$ cat config.mk
export PLATFORM = sky130hd
export DESIGN_NAME = pipeline_stall_ctrl
export DESIGN_NICKNAME = d
export VERILOG_FILES = /design/src/rtl/pipeline_stall_ctrl_pkg.sv /design/src/rtl/sat_counter.sv /design/src/rtl/pipeline_stall_ctrl.sv
export SDC_FILE = /design/constraint.sdc
export NUM_CORES = 1
export LEC_CHECK = 0
export ABC_AREA = 1
export CORE_MARGIN = 3
export CORE_UTILIZATION = 60
export CTS_BUF_LIST = sky130_fd_sc_hd__clkbuf_8
export CTS_CLUSTER_DIAMETER = 100
export CTS_CLUSTER_SIZE = 8
export DETAILED_ROUTE_END_ITERATION = 8
export PLACE_DENSITY = 0.95
export SYNTH_ARGS = -nofsm -noshare
export SYNTH_HDL_FRONTEND = slang
export SYNTH_SLANG_ARGS = --single-unit
$ cat constraint.sdc
create_clock -name clk -period 3.4 [get_ports clk]
set_input_delay 0.68 -clock clk [delete_from_list [all_inputs] [get_ports clk]]
set_output_delay 0.68 -clock clk [all_outputs]
set_load 0.005 [all_outputs]
$ cat src/rtl/pipeline_stall_ctrl_pkg.sv
// pipeline_stall_ctrl_pkg: shared FSM state encoding and default sizing for the stall controller
package pipeline_stall_ctrl_pkg;
  typedef enum logic [1:0] {INIT, RUN, WAIT, HALT} state_e;
  localparam int MEM_TIMEOUT_DEF = 16;
  localparam int CNT_W_DEF = 32;
endpackage

$ cat src/rtl/sat_counter.sv
// sat_counter: saturating up-counter (clk, rst_n, inc, clear -> cnt), sticks at all-ones
module sat_counter #(
  parameter int WIDTH = 32
) (
  input  logic             clk,
  input  logic             rst_n,
  input  logic             inc,
  input  logic             clear,
  output logic [WIDTH-1:0] cnt
);
  logic [WIDTH-1:0] cnt_q, cnt_d;
  always_comb cnt_d = clear ? '0 : (inc && !(&cnt_q)) ? cnt_q + 1'b1 : cnt_q;
  always_ff @(posedge clk or negedge rst_n)
    if (!rst_n) cnt_q <= '0;
    else cnt_q <= cnt_d;
  assign cnt = cnt_q;
endmodule

$ cat src/rtl/pipeline_stall_ctrl.sv
// pipeline_stall_ctrl: hazard/branch/dmem-wait -> stage we/flush, timeout halt, stall/flush counters
module pipeline_stall_ctrl
  import pipeline_stall_ctrl_pkg::*;
#(
  parameter int MEM_TIMEOUT = MEM_TIMEOUT_DEF,
  parameter int CNT_W = CNT_W_DEF
) (
  input  logic             clk,
  input  logic             rst_n,
  input  logic             hz_if_we,
  input  logic             ex_branch_taken,
  input  logic             dmem_req,
  input  logic             dmem_ready,
  output logic             pc_we,
  output logic             if_id_we,
  output logic             if_id_flush,
  output logic             id_ex_we,
  output logic             id_ex_flush,
  output logic             ex_mem_we,
  output logic             mem_wb_we,
  output logic             mem_wb_flush,
  output logic             halted,
  output logic [CNT_W-1:0] stall_cnt,
  output logic [CNT_W-1:0] flush_cnt
);
  localparam int WW = $clog2(MEM_TIMEOUT + 1);
  state_e state_q, state_d;
  logic [WW-1:0] wait_cnt_q, wait_cnt_d;
  logic freeze, run, init, br, lu;
  assign freeze = dmem_req & ~dmem_ready;
  assign run = (state_q == RUN) || (state_q == WAIT);
  assign init = state_q == INIT;
  assign br = run & ~freeze & ex_branch_taken;
  assign lu = run & ~freeze & ~ex_branch_taken & ~hz_if_we;
  always_comb begin
    state_d = state_q;
    wait_cnt_d = wait_cnt_q;
    case (state_q)
      INIT: state_d = RUN;
      RUN: begin
        state_d = freeze ? WAIT : RUN;
        wait_cnt_d = freeze ? WW'(1) : '0;
      end
      WAIT: begin
        state_d = !freeze ? RUN : (wait_cnt_q == WW'(MEM_TIMEOUT - 1)) ? HALT : WAIT;
        wait_cnt_d = freeze ? wait_cnt_q + 1'b1 : '0;
      end
      default: state_d = HALT;
    endcase
    pc_we = run & ~freeze & ~lu;
    if_id_we = run & ~freeze & ~lu;
    id_ex_we = run & ~freeze;
    ex_mem_we = run & ~freeze;
    mem_wb_we = run;
    if_id_flush = init | br;
    id_ex_flush = init | br | lu;
    mem_wb_flush = init | (run & freeze);
    halted = state_q == HALT;
  end
  always_ff @(posedge clk or negedge rst_n)
    if (!rst_n) begin
      state_q <= INIT;
      wait_cnt_q <= '0;
    end else begin
      state_q <= state_d;
      wait_cnt_q <= wait_cnt_d;
    end
  sat_counter #(.WIDTH(CNT_W)) u_stall_cnt (
    .clk(clk), .rst_n(rst_n), .inc(run & ~pc_we), .clear(init), .cnt(stall_cnt)
  );
  sat_counter #(.WIDTH(CNT_W)) u_flush_cnt (
    .clk(clk), .rst_n(rst_n), .inc(br), .clear(init), .cnt(flush_cnt)
  );
endmodule

After elaboration in Yosys (flattened, before gate mapping)
Index checks and enable logic that the tools add are counted.
{ "op_classes": {"addsub": 3, "eq_ne": 4, "mux": 11, "bitwise_logic": 17, "n_reduce_logical": 11} }
{ "op_table": {"columns": ["operator", "count"], "rows": [
  ["$mux W32", 4],
  ["$add A32 B1 Y32 const B", 2],
  ["$reduce_and A32 Y1", 2],
  ["$pmux W5 S2", 1],
  ["$and A1 B1 Y1", 8],
  ["$not A1 Y1", 6],
  ["$pmux W2 S3", 1],
  ["$reduce_bool A2 Y1", 3],
  ["$add A5 B1 Y5 const B", 1],
  ["$eq A5 B4 Y1 const B", 1],
  ["$mux W5", 1],
  ["$eq A2 B2 Y1 const B", 2],
  ["$mux W2", 2],
  ["$or A1 B1 Y1", 3],
  ["$eq A2 B1 Y1 const B", 1],
  ["$logic_and A1 B1 Y1", 2],
  ["$logic_not A1 Y1", 2],
  ["$logic_not A2 Y1", 1],
  ["$mux W1", 2],
  ["$logic_or A1 B1 Y1", 1]
]} }
{ "word_totals": {"regBits": 71, "input_bits": 6} }

Longest topological paths before layout
Gate-level depths: netlist of the first run.
{ "depth": {"word_depth": 13, "mapped_depth": 11, "mapped_depth_nobuf": 11} }

Cells and area by module
A second synthesis of the first run with hierarchy kept.
{ "hier_totals": {"hier_cells": 768, "area_unflattened_um2": 4954.8} }
{ "modules_own_cells": {"columns": ["module", "n_inst", "cells_per_inst", "area_per_inst_um2", "seq_area_each_um2"], "rows": [
  ["sat_counter (u_stall_cnt)", 1, 350, 2242.2, 800.8],
  ["sat_counter (u_flush_cnt)", 1, 350, 2217.1, 800.8],
  ["pipeline_stall_ctrl", 1, 68, 495.5, 175.2]
]} }

Least setup slack after synthesis of the first run
Ideal clock, no wire load.
{ "synth_path": {"path_type": "register to output", "from": "register state_q[0]", "to": "output port mem_wb_flush", "arrival_time_ps": 1400, "slack_ps": 1320, "stages_incl_launch_ff": 7, "path_buffers": 2, "cell_sequence": "dfrtp_1 > inv_1 > ha_1 > inv_1 > buf_2 > clkbuf_1 > o21ai_0"} }
{ "synth_between": {"elab_chain_len": 4, "word_cells_on_any_way": 6, "classes_between": "2 x eq/ne; 2 x bitwise; 2 x reduce/logical"} }
{ "synth_rtl": {"columns": ["item", "line", "rtl"], "rows": [
  ["from (decl)", "pipeline_stall_ctrl.sv:27", "state_e state_q, state_d;"],
  ["from (signal assigned)", "pipeline_stall_ctrl.sv:65", "state_q <= state_d;"],
  ["$eq A2 B1 Y1 or $eq A2 B2 Y1 (tied branches)", "pipeline_stall_ctrl.sv:31", "assign run = (state_q == RUN) || (state_q == WAIT);"],
  ["$logic_or A1 B1 Y1", "pipeline_stall_ctrl.sv:31", null],
  ["$and A1 B1 Y1", "pipeline_stall_ctrl.sv:57", "mem_wb_flush = init | (run & freeze);"],
  ["$or A1 B1 Y1 (*)", "pipeline_stall_ctrl.sv:57", null],
  ["to (decl)", "pipeline_stall_ctrl.sv:21", "output logic mem_wb_flush,"]
]} }
Mark *: on every way between the ends. The rest lies on a longest branch, timed or not.

Final worst setup path of the first run
{ "layout_path": {"from": "input port dmem_ready", "to": "output port id_ex_flush"} }
{ "layout_between": {"elab_chain_len": 7, "word_cells_on_any_way": 9, "classes_between": "9 x bitwise"} }
{ "layout_rtl": {"columns": ["item", "line", "rtl"], "rows": [
  ["from (decl)", "pipeline_stall_ctrl.sv:13", "input logic dmem_ready,"],
  ["$not A1 Y1 (*)", "pipeline_stall_ctrl.sv:30", "assign freeze = dmem_req & ~dmem_ready;"],
  ["$and A1 B1 Y1 (*)", "pipeline_stall_ctrl.sv:30", null],
  ["$not A1 Y1 (*)", "pipeline_stall_ctrl.sv:33, pipeline_stall_ctrl.sv:34", null],
  ["$and A1 B1 Y1 (*)", "pipeline_stall_ctrl.sv:33, pipeline_stall_ctrl.sv:34", null],
  ["$and A1 B1 Y1 (on tied branches)", "pipeline_stall_ctrl.sv:33, pipeline_stall_ctrl.sv:34", null],
  ["$or A1 B1 Y1 or $and A1 B1 Y1 (tied branches)", "pipeline_stall_ctrl.sv:56, pipeline_stall_ctrl.sv:34", null],
  ["$or A1 B1 Y1 (*)", "pipeline_stall_ctrl.sv:56", "id_ex_flush = init | br | lu;"],
  ["to (decl)", "pipeline_stall_ctrl.sv:18", "output logic id_ex_flush,"]
]} }
Marked as above.

==> results of run 1 <==
-- worst max-delay path, stage by stage --
cell and delay (ns):
clkdlybuf4s50_1 0.45, inv_1 0.03, nand2_1 0.11, inv_1 0.12, nor2_2 0.20, inv_1 0.08
o211ai_1 0.15, clkdlybuf4s50_1 0.54
-- final cells by class --
cell class / count / area (um2)
clock buffer: 11 / 151.4
clock inverter: 5 / 103.9
fill: 527 / 1632
inverter: 72 / 270.3
multi-input combinational: 568 / 2623
sequential: 71 / 1777
tap: 99 / 123.9
timing repair buffer: 82 / 805.8
-- metal layers --
metal  part of all wire (%)  wire length [um]  global-route usage (%)
met2                     50              6918                   56.44
met5                      0                 0                       0
met4                    2.7               376                   14.06
met1                     37              5135                   38.98
met3                    9.4              1284                   5.841
-- flip-flops by register name, indices dropped and copies added, names as in the netlist --
signal           count
wait_cnt_q           5
state_q              2
u_stall_cnt.cnt     32
u_flush_cnt.cnt     32
-- cell families (layout without fill, tap and decap cells) --
logic type / Yosys count / after routing / synth area share [%]
compound gates: 34 / 34 / 4.057
flops: 71 / 71 / 37.16
buf+inv: 90 / 170 / 7.982
fa+ha+maj: 8 / 8 / 2.094
simple gates: 496 / 496 / 43.21
xor+xnor: 30 / 30 / 5.496
-- path summary, 6_finish.rpt --
path,endpoint,from,slack (ns)
setup / recovery,id_ex_flush,dmem_ready,0.36
hold / removal,u_stall_cnt.cnt[0],rst_n,0.40
setup reg to reg,u_flush_cnt.cnt[28],state_q[0],0.78
hold reg to reg,wait_cnt_q[1],wait_cnt_q[1],0.54
max in group asynchronous,wait_cnt_q[3],rst_n,2.24
min in group clk,wait_cnt_q[1],wait_cnt_q[1],0.54
-- power by group through the flow --
stage / logic (uW) / clock network, uW / registers, uW
global placement: 26.3 / 0 / 860
finish: 26.1 / 875 / 844
global route: 30.4 / 910 / 844
floorplan: 2.40 / 0 / 861
CTS: 27.2 / 874 / 844
detailed placement: 27.0 / 0 / 860
-- per-stage QoR --
stage	area [um2]	setup WS, ns	hold slack [ns]	power, uW	utilization, %
after floorplan	4781	1.320	0.3844	863.1	-
after global placement	5599	0.4741	0.4988	886.7	74.80
after detailed placement	5599	0.3768	0.5160	887.4	74.80
after CTS	5854	0.3704	0.4202	1745	78.20
after global routing	5854	0.2253	0.4503	1784	78.20
final	5854	0.3564	0.3989	1744	78.20
-- placed cells by master (no fill, tap or decap) --
| cell | n |
|---|---|
| nor3_1 | 4 |
| buf_4 | 4 |
| a21boi_0 | 2 |
| o211ai_1 | 1 |
| xor2_1 | 13 |
| nor2_4 | 5 |
| o22ai_1 | 2 |
| clkbuf_8 | 11 |
| nand2_1 | 283 |
| clkinv_4 | 1 |
| nand4_1 | 14 |
| nand2_2 | 4 |
| o21ai_1 | 5 |
| or2_2 | 1 |
| ha_1 | 8 |
| inv_2 | 2 |
| a21oi_2 | 2 |
| nand3b_1 | 2 |
| nand3_1 | 62 |
| dfrtp_1 | 71 |
| o21ai_0 | 20 |
| bufinv_16 | 3 |
| nor2_2 | 2 |
| clkinv_2 | 1 |
| o21bai_1 | 1 |
| and2_1 | 1 |
| clkdlybuf4s50_1 | 77 |
| inv_1 | 70 |
| o2111ai_1 | 1 |
| xnor2_1 | 17 |
| nand2_4 | 2 |
| nand3_2 | 1 |
| nor2_1 | 115 |
| buf_2 | 1 |
==> flow_summary.json, run 1 <==
{
  "status": "completed",
  "num_vias": 5129,
  "dieWidth_um": 95.27,
  "place_inst": 892,
  "cts_made_buffers": 9,
  "wl_per_cell_um": 15.10,
  "drt.antenna.violating_nets": 0,
  "insertedDiodeCount": 0,
  "vias_per_cell": 5.649,
  "powerDensity_nw_per_um2": 298.0,
  "intPower_uw": 1378,
  "area_growth_pct": 22.45,
  "portBuffers": 78,
  "drtIter0Drc": 481,
  "cts_tree": "yes",
  "wl_um": 13710,
  "post-cts-setup-buffer-count": 0,
  "finalNonFillerCells": 908,
  "cts_hold_buf": 0,
  "tightest_slew_ns": 0.7836,
  "crit_path_max_fanout": 4,
  "period_share_pct": 89.52,
  "ir_drop_v": 0.0002030,
  "first_global_vias": 5036,
  "grt_pass1_wl_um": 23210,
  "io_pins": 79,
  "p_leak_uw": 0.002749,
  "crit_type": "in -> out",
  "clk_latency_ns": 0.37,
  "comb_power_share_pct": 1.5,
  "synth_edf_count": 0,
  "setup_viol": 0,
  "core_area_um2": 7486,
  "ys_warn_count": 0,
  "drc": 0,
  "clk_pin_slew_ns": 0.07,
  "synth_top_cells_by_count": "283 x nand2_1, 115 x nor2_1, 71 x dfrtp_1",
  "root_buffer": "clkbuf_8",
  "grt_start_max_net_pins": 54,
  "hold_viol": 0,
  "postSynthAreaPerCell_um2": 6.558,
  "clock_path_buffers": 2,
  "synthesis.area_um2": 4781,
  "critPathArrivalTime_ns": 2.36,
  "clock_sinks": 71,
  "p_sw_uw": 366.8,
  "reg2regPathDepth": 8,
  "antenna_found_initial": 0,
  "hold_class": "in -> async",
  "crit_path_end_kind": "output pin",
  "fin_crit_ns": 3.044,
  "fmax_ghz": 0.3286,
  "die_area_um2": 9075,
  "synth-async-reset-ratio_pct": 100.0,
  "gr-usage-all-layers_pct": 32.38,
  "p_seq_share_pct": 48.4,
  "overflow": 0,
  "gp_congestion": 0.9519,
  "synth_top_area_share_pct": 37.16,
  "rsz0062_at_grt": "false",
  "ys_seq_area_share_pct": 37.16,
  "synth-main-ff-cell": "dfrtp_1",
  "netlist-cell-type-count": 32,
  "synth_top_area_cell": "dfrtp_1",
  "ys_ff_latch": 71,
  "die_h_um": 95.27,
  "clkPwrFrac_pct": 50.1,
  "synth_nets": 743,
  "switching_share_pct": 21.02,
  "rows": 31,
  "initial_core_util_pct": 63.86,
  "ctsResizeCount": 0,
  "setup_tns_ns": 0,
  "drv_cap": 0,
  "final_layout_size_suffix_gt1_share_pct": 4.944,
  "fin_skew_ns": 0.01151,
  "first_pass_iters": 6,
  "maxSlewViolCount": 0,
  "netlist_instances": 729,
  "start_kind": "input port",
  "crit_required_ns": 2.72,
  "hpwlAfterDp_um": 9592,
  "synthTopCellsByArea": "dfrtp_1 37%, nand2_1 22%, nor2_1 9.0%, nand3_1 6.5%, inv_1 5.5%",
  "final_nets": 818,
  "cts.htree.levels": 3,
  "relSlewSlack_pct": 47.76,
  "yosysMostFrequentCell": "nand2_1"
}
(Power assumes the default switching activity.)
==> inputs of run 2 (changes only) <==
--- a/config.mk
+++ b/config.mk
@@ -7,12 +7,13 @@
 export LEC_CHECK = 0
 export ABC_AREA = 1
 export CORE_MARGIN = 3
-export CORE_UTILIZATION = 60
+export CORE_UTILIZATION = 65
 export CTS_BUF_LIST = sky130_fd_sc_hd__clkbuf_8
 export CTS_CLUSTER_DIAMETER = 100
 export CTS_CLUSTER_SIZE = 8
 export DETAILED_ROUTE_END_ITERATION = 8
-export PLACE_DENSITY = 0.95
+export DONT_BUFFER_PORTS = 1
+export PLACE_DENSITY = 0.89
 export SYNTH_ARGS = -nofsm -noshare
 export SYNTH_HDL_FRONTEND = slang
 export SYNTH_SLANG_ARGS = --single-unit
==> run 2 against run 1 <==
Effect of this change:
- sequential share of layout area grew 4.6 points
- global-route usage decreased by 3.6 points
- design area shrank 13%
- fmax grew 11%
- core utilization fell by 5.1 points
==> flow_summary.json, run 2 (synthesized netlist as in run 1, its figures left out) <==
{
  "overflow": 0,
  "cts_made_buffers": 9,
  "powerDensity_nw_per_um2": 323.4,
  "critical_path.max_stage_delay_ns": 0.58,
  "area_growth_pct": 6.255,
  "p_leak_uw": 0.002477,
  "crit_chain": "inv_1, ha_1, clkinv_1, buf_4, o211ai_1",
  "initial_core_util_pct": 68.85,
  "root_buffer": "clkbuf_8",
  "die_h_um": 91.76,
  "io_pins": 79,
  "gp_congestion": 0.9324,
  "die_area_um2": 8420,
  "wl_per_cell_um": 14.42,
  "first_pass_iters": 6,
  "clock_path_buffers": 2,
  "insertedDiodeCount": 0,
  "setup_viol": 0,
  "cp_top_family": "adder cells",
  "hold_viol": 0,
  "worst-path-buf-inv": 3,
  "wl_um": 11950,
  "clk_latency_ns": 0.36,
  "ir_drop_v": 0.0001864,
  "layout_commonest_cell": "nand2_1",
  "reg2regPathDepth": 9,
  "period_share_pct": 80.39,
  "rsz0062_at_grt": "false",
  "final_nets": 742,
  "status": "completed",
  "critPathSlowestCell": "ha_1",
  "dieWidth_um": 91.76,
  "drc": 0,
  "gr-usage-all-layers_pct": 28.81,
  "core_area_um2": 6944,
  "crit_path_max_fanout": 26,
  "relSlewSlack_pct": 54.93,
  "clk_pin_slew_ns": 0.08,
  "cts.htree.levels": 3,
  "setup_tns_ns": 0,
  "fin_crit_ns": 2.733,
  "final_layout_size_suffix_gt1_share_pct": 5.321,
  "drtIter0Drc": 242,
  "drv_cap": 0,
  "drt.antenna.violating_nets": 0,
  "path_depth": 5,
  "start_kind": "flop",
  "portBuffers": 0,
  "p_total_uw": 1643,
  "maxSlewViolCount": 0,
  "grt_start_max_net_pins": 60,
  "crit_type": "reg -> out",
  "crit_required_ns": 2.72,
  "cts_tree": "yes",
  "antenna_found_initial": 0,
  "fmax_ghz": 0.3659,
  "post-cts-setup-buffer-count": 0,
  "hpwlAfterDp_um": 8397,
  "clock_sinks": 71,
  "tightest_slew_ns": 0.6745,
  "grt_pass1_wl_um": 19880,
  "final_util_pct": 73.15,
  "num_vias": 4584,
  "rows": 30,
  "vias_per_cell": 5.530,
  "crit_path_end_kind": "output pin",
  "fin_skew_ns": 0.01777,
  "layout_common_cells": "283 x nand2_1, 115 x nor2_1, 71 x dfrtp_1",
  "hold_class": "in -> async",
  "critPathArrivalTime_ns": 2.05,
  "first_global_vias": 4351
}
==> run 2: path summary, 6_finish.rpt <==
check,from,endpoint,slack [ns]
setup / recovery,state_q[1],id_ex_flush,0.67
hold / removal,rst_n,u_flush_cnt.cnt[12],0.009
setup reg to reg,state_q[1],u_stall_cnt.cnt[19],1.05
hold reg to reg,wait_cnt_q[4],wait_cnt_q[4],0.57
max in group asynchronous,rst_n,u_flush_cnt.cnt[4],2.29
min in group clk,wait_cnt_q[4],wait_cnt_q[4],0.57
==> run 2: final cells by class <==
| cell class | count | area (um2) |
|---|---|---|
| repair buffers | 6 | 62.56 |
| clock buffers | 10 | 137.6 |
| flip-flops and latches | 71 | 1777 |
| clock inverters | 6 | 90.09 |
| fillers | 558 | 1864 |
| well taps | 96 | 120.1 |
| inverters | 72 | 270.3 |
| multi-input cells | 568 | 2623 |
==> run 2: layer usage <==
| metal | up-vias | part of all wire (%) | global-route usage [%] |
|---|---|---|---|
| li1 | 2270 | - | - |
| met1 | 2101 | 40 | 33.70 |
| met2 | 178 | 50 | 49.85 |
| met3 | 35 | 7.5 | 6.399 |
| met4 | 0 | 2.9 | 13.99 |
| met5 | - | 0 | 0 |
==> run 2: power breakdown <==
part	switching, uW	total [uW]	internal, uW
clock network	347	783	437
logic	11.3	15.9	4.59
registers	0	844	844
total	358	1640	1290
==> run 2: per-stage QoR <==
step	setup WS [ns]	instances	hold slack, ns	instance area, um2
2_1_floorplan	1.320	729	0.3844	4781
5_1_grt	0.5672	829	0.0003120	5080
4_1_cts	0.6605	827	0.001383	5050
6_report	0.6669	829	0.009407	5080
3_3_place_gp	1.126	810	0.3863	4812
3_5_place_dp	1.058	810	0.3860	4812
==> run 2: timing repair <==
item / in CTS / in global routing
endpoints found under the hold margin: 13 / 21
gates resized for setup: 0 / 0
hold buffers: 1 / 2
==> inputs of run 3 (changes only) <==
--- a/config.mk
+++ b/config.mk
@@ -7,13 +7,13 @@
 export LEC_CHECK = 0
 export ABC_AREA = 1
 export CORE_MARGIN = 3
-export CORE_UTILIZATION = 65
+export CORE_UTILIZATION = 60
 export CTS_BUF_LIST = sky130_fd_sc_hd__clkbuf_8
 export CTS_CLUSTER_DIAMETER = 100
 export CTS_CLUSTER_SIZE = 8
 export DETAILED_ROUTE_END_ITERATION = 8
 export DONT_BUFFER_PORTS = 1
-export PLACE_DENSITY = 0.89
+export PLACE_DENSITY = 0.87
 export SYNTH_ARGS = -nofsm -noshare
 export SYNTH_HDL_FRONTEND = slang
 export SYNTH_SLANG_ARGS = --single-unit
==> constraint.sdc (replaced) <==
create_clock -name clk -period 2.3 [get_ports clk]
set_input_delay 0.46 -clock clk [delete_from_list [all_inputs] [get_ports clk]]
set_output_delay 0.46 -clock clk [all_outputs]
set_load 0.005 [all_outputs]
==> run 3 against run 2 <==
Effect of this change:
- worst hold slack better by 0.36 ns
- clock skew down 0.0087 ns
- register-to-register slack worse by 0.84 ns
- power up 44%
- worst setup slack worse by 0.54 ns
- critical path depth up 2
- core utilization down 4.4 points
- global-route usage down 0.53 points
- clock power up 38%
- sequential share of layout area down 0.45 points
- final cell count up 0.97%
==> flow_summary.json, run 3 (synthesized netlist as in run 1, its figures left out) <==
{
  "drt.antenna.violating_nets": 0,
  "crit_chain": "inv_1, ha_4, inv_2, nor2_2, buf_4, inv_1, o211ai_1",
  "place_inst": 820,
  "area_growth_pct": 7.642,
  "root_buffer": "clkbuf_8",
  "fin_skew_ns": 0.009062,
  "portBuffers": 0,
  "post-cts-setup-buffer-count": 0,
  "first_pass_iters": 5,
  "cts_tree": "yes",
  "finalNonFillerCells": 837,
  "status": "completed",
  "tightest_slew_ns": 0.6914,
  "drv_cap": 0,
  "dieWidth_um": 95.27,
  "p_leak_uw": 0.002514,
  "gp_congestion": 0.9687,
  "overflow": 0,
  "maxSlewViolCount": 0,
  "rsz0062_at_grt": "false",
  "clk_latency_ns": 0.35,
  "initial_core_util_pct": 63.86,
  "start_kind": "flop",
  "period_share_pct": 94.32,
  "clock_path_buffers": 2,
  "die_area_um2": 9075,
  "critical_path.max_stage_delay_ns": 0.38,
  "crit_start": "state_q[0]",
  "hold_class": "in -> reg",
  "stdcell_area_um2": 5146,
  "grt_start_max_net_pins": 72,
  "final_layout_size_suffix_gt1_share_pct": 6.098,
  "crit_path_max_fanout": 6,
  "hpwlAfterDp_um": 8747,
  "drc": 0,
  "setup_tns_ns": 0,
  "clock_sinks": 71,
  "gr-usage-all-layers_pct": 28.28,
  "rrSetupSlack_ns": 0.21,
  "path_common_cell": "inv_1",
  "crit_required_ns": 1.84,
  "first_global_vias": 4468,
  "drtIter0Drc": 295,
  "critPathArrivalTime_ns": 1.71,
  "relSlewSlack_pct": 53.80,
  "insertedDiodeCount": 0,
  "wl_um": 12220,
  "io_pins": 79,
  "final_nets": 748,
  "layout_commonest_cell": "nand2_1",
  "rows": 31,
  "antenna_found_initial": 0,
  "cts.htree.levels": 3,
  "layout_common_cells": "283 x nand2_1, 114 x nor2_1, 71 x inv_1, 71 x dfrtp_1, 62 x nand3_1",
  "setup_viol": 0,
  "reg2regPathDepth": 9,
  "num_vias": 4690,
  "fin_crit_ns": 2.169,
  "ir_drop_v": 0.0002263,
  "core_area_um2": 7486,
  "post_dp_cell_area_um2": 4881,
  "cts_made_buffers": 9,
  "wl_per_cell_um": 14.60,
  "grt_pass1_wl_um": 20400,
  "die_h_um": 95.27,
  "clk_pin_slew_ns": 0.07,
  "critPathSlowestCell": "dfrtp_1",
  "endpoint": "id_ex_flush",
  "crit_path_end_kind": "output pin",
  "fmax_ghz": 0.4610,
  "vias_per_cell": 5.603,
  "reg2reg_from": "u_stall_cnt.cnt[1]",
  "crit_type": "reg -> out",
  "worstReg2RegEnd": "u_stall_cnt.cnt[3]",
  "hold_viol": 0,
  "powerDensity_nw_per_um2": 460.0
}
[run 3: cell types whose count changed in the layout (fill, tap and decap cells not counted), sizes merged]
cell / previous run / this run
clkinv: 2 / 1
dlygate4sd3: 2 / 1
buf: 4 / 11
[run 3: metrics by stage]
stage	setup slack (ns)	util, %	total power (uW)	hold WS [ns]
6_report	0.1307	68.74	2367	0.3736
5_1_grt	0.01710	68.74	2461	0.3844
4_1_cts	0.02799	68.44	2383	0.009195
3_5_place_dp	0.1858	65.20	1276	0.1665
3_3_place_gp	0.2764	65.20	1276	0.1668
2_1_floorplan	0.4396	-	1276	0.1644
[run 3: cell type report]
type,instances,area (um2)
Clock buffer,10,137.6
Tap cell,99,123.9
Multi-Input combinational cell,568,2638
Sequential cell,71,1777
Fill cell,624,2340
Clock inverter,5,75.07
Inverter,72,270.3
Timing Repair Buffer,12,125.1
[run 3: critical path, delay by kind of cell, from the launching register on]
family | cells | cell delay, ns
AOI/OAI and AO/OA | 1 | 0.19
adders and majority gates | 1 | 0.31
buffers and inverters | 4 | 0.36
DFF | 1 | 0.38
and+or+nand+nor | 1 | 0.12
[run 3: how the worst min path moves through the flow]
stage	startpoint	to	slack (ns)	cells past startpoint
CTS	rst_n	u_flush_cnt.cnt[16]	0.009	1
finish	dmem_req	state_q[1]	0.37	2
global route	dmem_req	state_q[1]	0.38	2
detailed placement	rst_n	u_flush_cnt.cnt[3]	0.17	0
global placement	rst_n	u_flush_cnt.cnt[4]	0.17	0
floorplan	rst_n	state_q[0]	0.16	0
[run 3: where the power goes]
group	total [uW]	internal [uW]	switching, uW
Sequential	1250	1250	0
Combinational	34.9	6.93	28.0
Clock	1080	627	458
[run 3: per-layer routing]
metal  global-route usage [%]  vias to the layer above  wire length, um
met2                    46.65                      228             5822
met4                    13.22                        0              413
li1                         -                     2272                -
met1                    34.62                     2147             4830
met3                    7.103                       43             1156
met5                        0                        -                0
[run 3: what timing repair did]
item,in CTS,in global routing
hold endpoints to repair,71,1
endpoints found under the setup margin,3,3
gates resized for setup,1,2
hold buffers,1,1
==> patch: new RTL, settings of run 3 <==
Change the package constant `CNT_W_DEF` from 32 to 48.
--- a/src/rtl/pipeline_stall_ctrl_pkg.sv
+++ b/src/rtl/pipeline_stall_ctrl_pkg.sv
@@ -2,6 +2,6 @@
 package pipeline_stall_ctrl_pkg;
   typedef enum logic [1:0] {INIT, RUN, WAIT, HALT} state_e;
   localparam int MEM_TIMEOUT_DEF = 16;
-  localparam int CNT_W_DEF = 32;
+  localparam int CNT_W_DEF = 48;
 endpackage
 
Interface: changed (resized flush_cnt and stall_cnt); port bits go from 79 to 111. No check against the original RTL was run, so the function may have changed too.
==> patch against run 3 <==
  * The flow now finishes with violations (negative hold slack)
  * Sequential cell count is 32 higher
  * Worst setup slack worse by 29 ps
  * Final area is 49% higher
  * Critical path depth stayed put
  * Power is 25% higher
  * Global-route usage is 2.5 points higher
  * Final cell count is 53% higher
  * Clock power is 7% higher
  * Critical path type unchanged
  * Sequential power is 45% higher
  * Routed wire length is 67% higher
  * Synthesized area is 50% higher
==> patch: results (changes against run 3) <==
| Metric | Value |
|---|---|
| Routed wl met2 | 8680 um (+49%) |
| Syn_area_per_cell | 6.46 um2 (-1.5%) |
| Worst Reg-to-Reg Cells | 12 (+3) |
| Wire per inst | 15.9 um (+9.1%) |
| Hold_ws | -250 ps (-624 ps) |
| Post-Route WL | 20400 um (+67%) |
| Switch Pwr | 675 uW (+39%) |
| Share of post-route cells with drive strength above 1 | 6.84% (+0.74 points) |
| Seq pwr | 1.81 mW (+45%) |
| Clock transition at path regs | 100 ps (+30 ps) |
| DR iter-0 viols | 809 (+170%) |
| Drt first pass iters | 6 (+1) |
| Metal-1 WL | 8860 um (+83%) |
| Crit Reg-Reg Endpoint | u_flush_cnt.cnt[46]$_DFFE_PN0P_ |
| Vias in the first global route | 6479 (+45%) |
| RR Startpoint | u_flush_cnt.cnt[1]$_DFFE_PN0P_ |
| Pleak | 3.64 nW (+45%) |
| Synth top cells by count | nand2_1 (433), nor2_1 (179), dfrtp_1 (103) |
| Combinational share of power | 0.1% (-1.4 points) |
| Antenna cells | 0 (unchanged) |
| Clk buf depth | 2 (unchanged) |
| CP max FO | 4 (-2) |
| Max layer used | met4 |
| First-pass GRT wire length | 32700 um (+60%) |
| Setup-failing EPs final | 0 (unchanged) |
| GR Layer Usage met1 | 45.3% (+11 points) |
| FF-to-FF setup slack | 150 ps (-60 ps) |
| Met3 usage | 6.74% (-0.37 points) |
| Met2 Usage GRT | 45.1% (-1.5 points) |
| Pre-CTS setup slack | 47.4 ps (-138 ps) |
| Violated checks | negative hold slack |
| Count of cell types in the netlist | 39 (+22%) |
| Vias | 7363 (+57%) |
| Slew headroom | 58.0% (+4.2 points) |
| Final hold viol count | 103 (+103) |
| YS warnings | 0 (unchanged) |
| P_int | 2.29 mW (+22%) |
| Detailed Place HPWL | 14800 um (+69%) |
| Largest net degree at the start of global routing | 104 (+44%) |
| Layout Skew | 10.9 ps (+1.82 ps) |
| Clock latency on the worst-skew pair | 390 ps (+40 ps) |
| GRT Total Usage | 30.8% (+2.5 points) |
| Worst Path Arrival | 1740 ps (+30 ps) |
| RD Place Congestion | 1.01 (+4.5%) |
| Area after DPL | 7430 um2 (+52%) |
| Top post-synthesis cells by area | dfrtp_1 (36%), nand2_1 (23%), nor2_1 (9.3%), nand3_1 (5.6%), inv_1 (5.2%) |
| Placed cell count | 1262 (+54%) |
| Met3 WL | 2390 um (+110%) |
| Sequential share of the synthesized area | 35.8% (-1.3 points) |
| Status | complete, but fails checks |
| Post-Syn Nets | 1127 (+52%) |
==> patch: kinds of logic (layout without fill, tap and decap cells) <==
| logic type | Yosys count | in the layout | synth area share [%] |
|---|---|---|---|
| xor+xnor | 39 | 39 | 4.75 |
| fa+ha+maj | 8 | 8 | 1.39 |
| flops | 103 | 103 | 35.8 |
| simple gates | 764 | 765 | 44.7 |
| buf+inv | 126 | 152 | 7.76 |
| compound gates | 73 | 73 | 5.55 |
==> patch: final cells by class <==
| class | count | area [um2] |
|---|---|---|
| clock inverters | 4 | 28.8 |
| clock buffers | 12 | 165 |
| inverters | 103 | 402 |
| well taps | 143 | 179 |
| flip-flops and latches | 103 | 2580 |
| multi-input cells | 885 | 4070 |
| repair buffers | 33 | 260 |
| fillers | 1064 | 3880 |
==> patch: what timing repair did <==
action | 4_1_cts | 5_1_grt
pin swaps | 0 | 2
setup endpoints to repair | 2 | 36
buffers inserted | 0 | 4
cloned | 0 | 1
hold endpoints to repair | 103 | 103
resized for setup | 2 | 4
==> patch: worst max-delay path by stage <==
stage                                            to  depth (start not counted)  slack (ps)                 start
finish                                  id_ex_flush                          7         100  state_q[0]$_DFF_PN0_
detailed placement  u_flush_cnt.cnt[44]$_DFFE_PN0P_                         10          50  state_q[0]$_DFF_PN0_
floorplan                               id_ex_flush                          7         340  state_q[0]$_DFF_PN0_
global route                            if_id_flush                          7         -20  state_q[0]$_DFF_PN0_
CTS                 u_flush_cnt.cnt[44]$_DFFE_PN0P_                         10          20  state_q[0]$_DFF_PN0_
global placement    u_flush_cnt.cnt[40]$_DFFE_PN0P_                         10         150  state_q[0]$_DFF_PN0_
==> patch: critical path, cell delays in order (launching register included) <==
cell,delay (ps)
dfrtp_1,420
inv_1,90
ha_2,280
inv_1,130
nor2_2,60
inv_1,130
o21ai_2,70
a21o_1,170
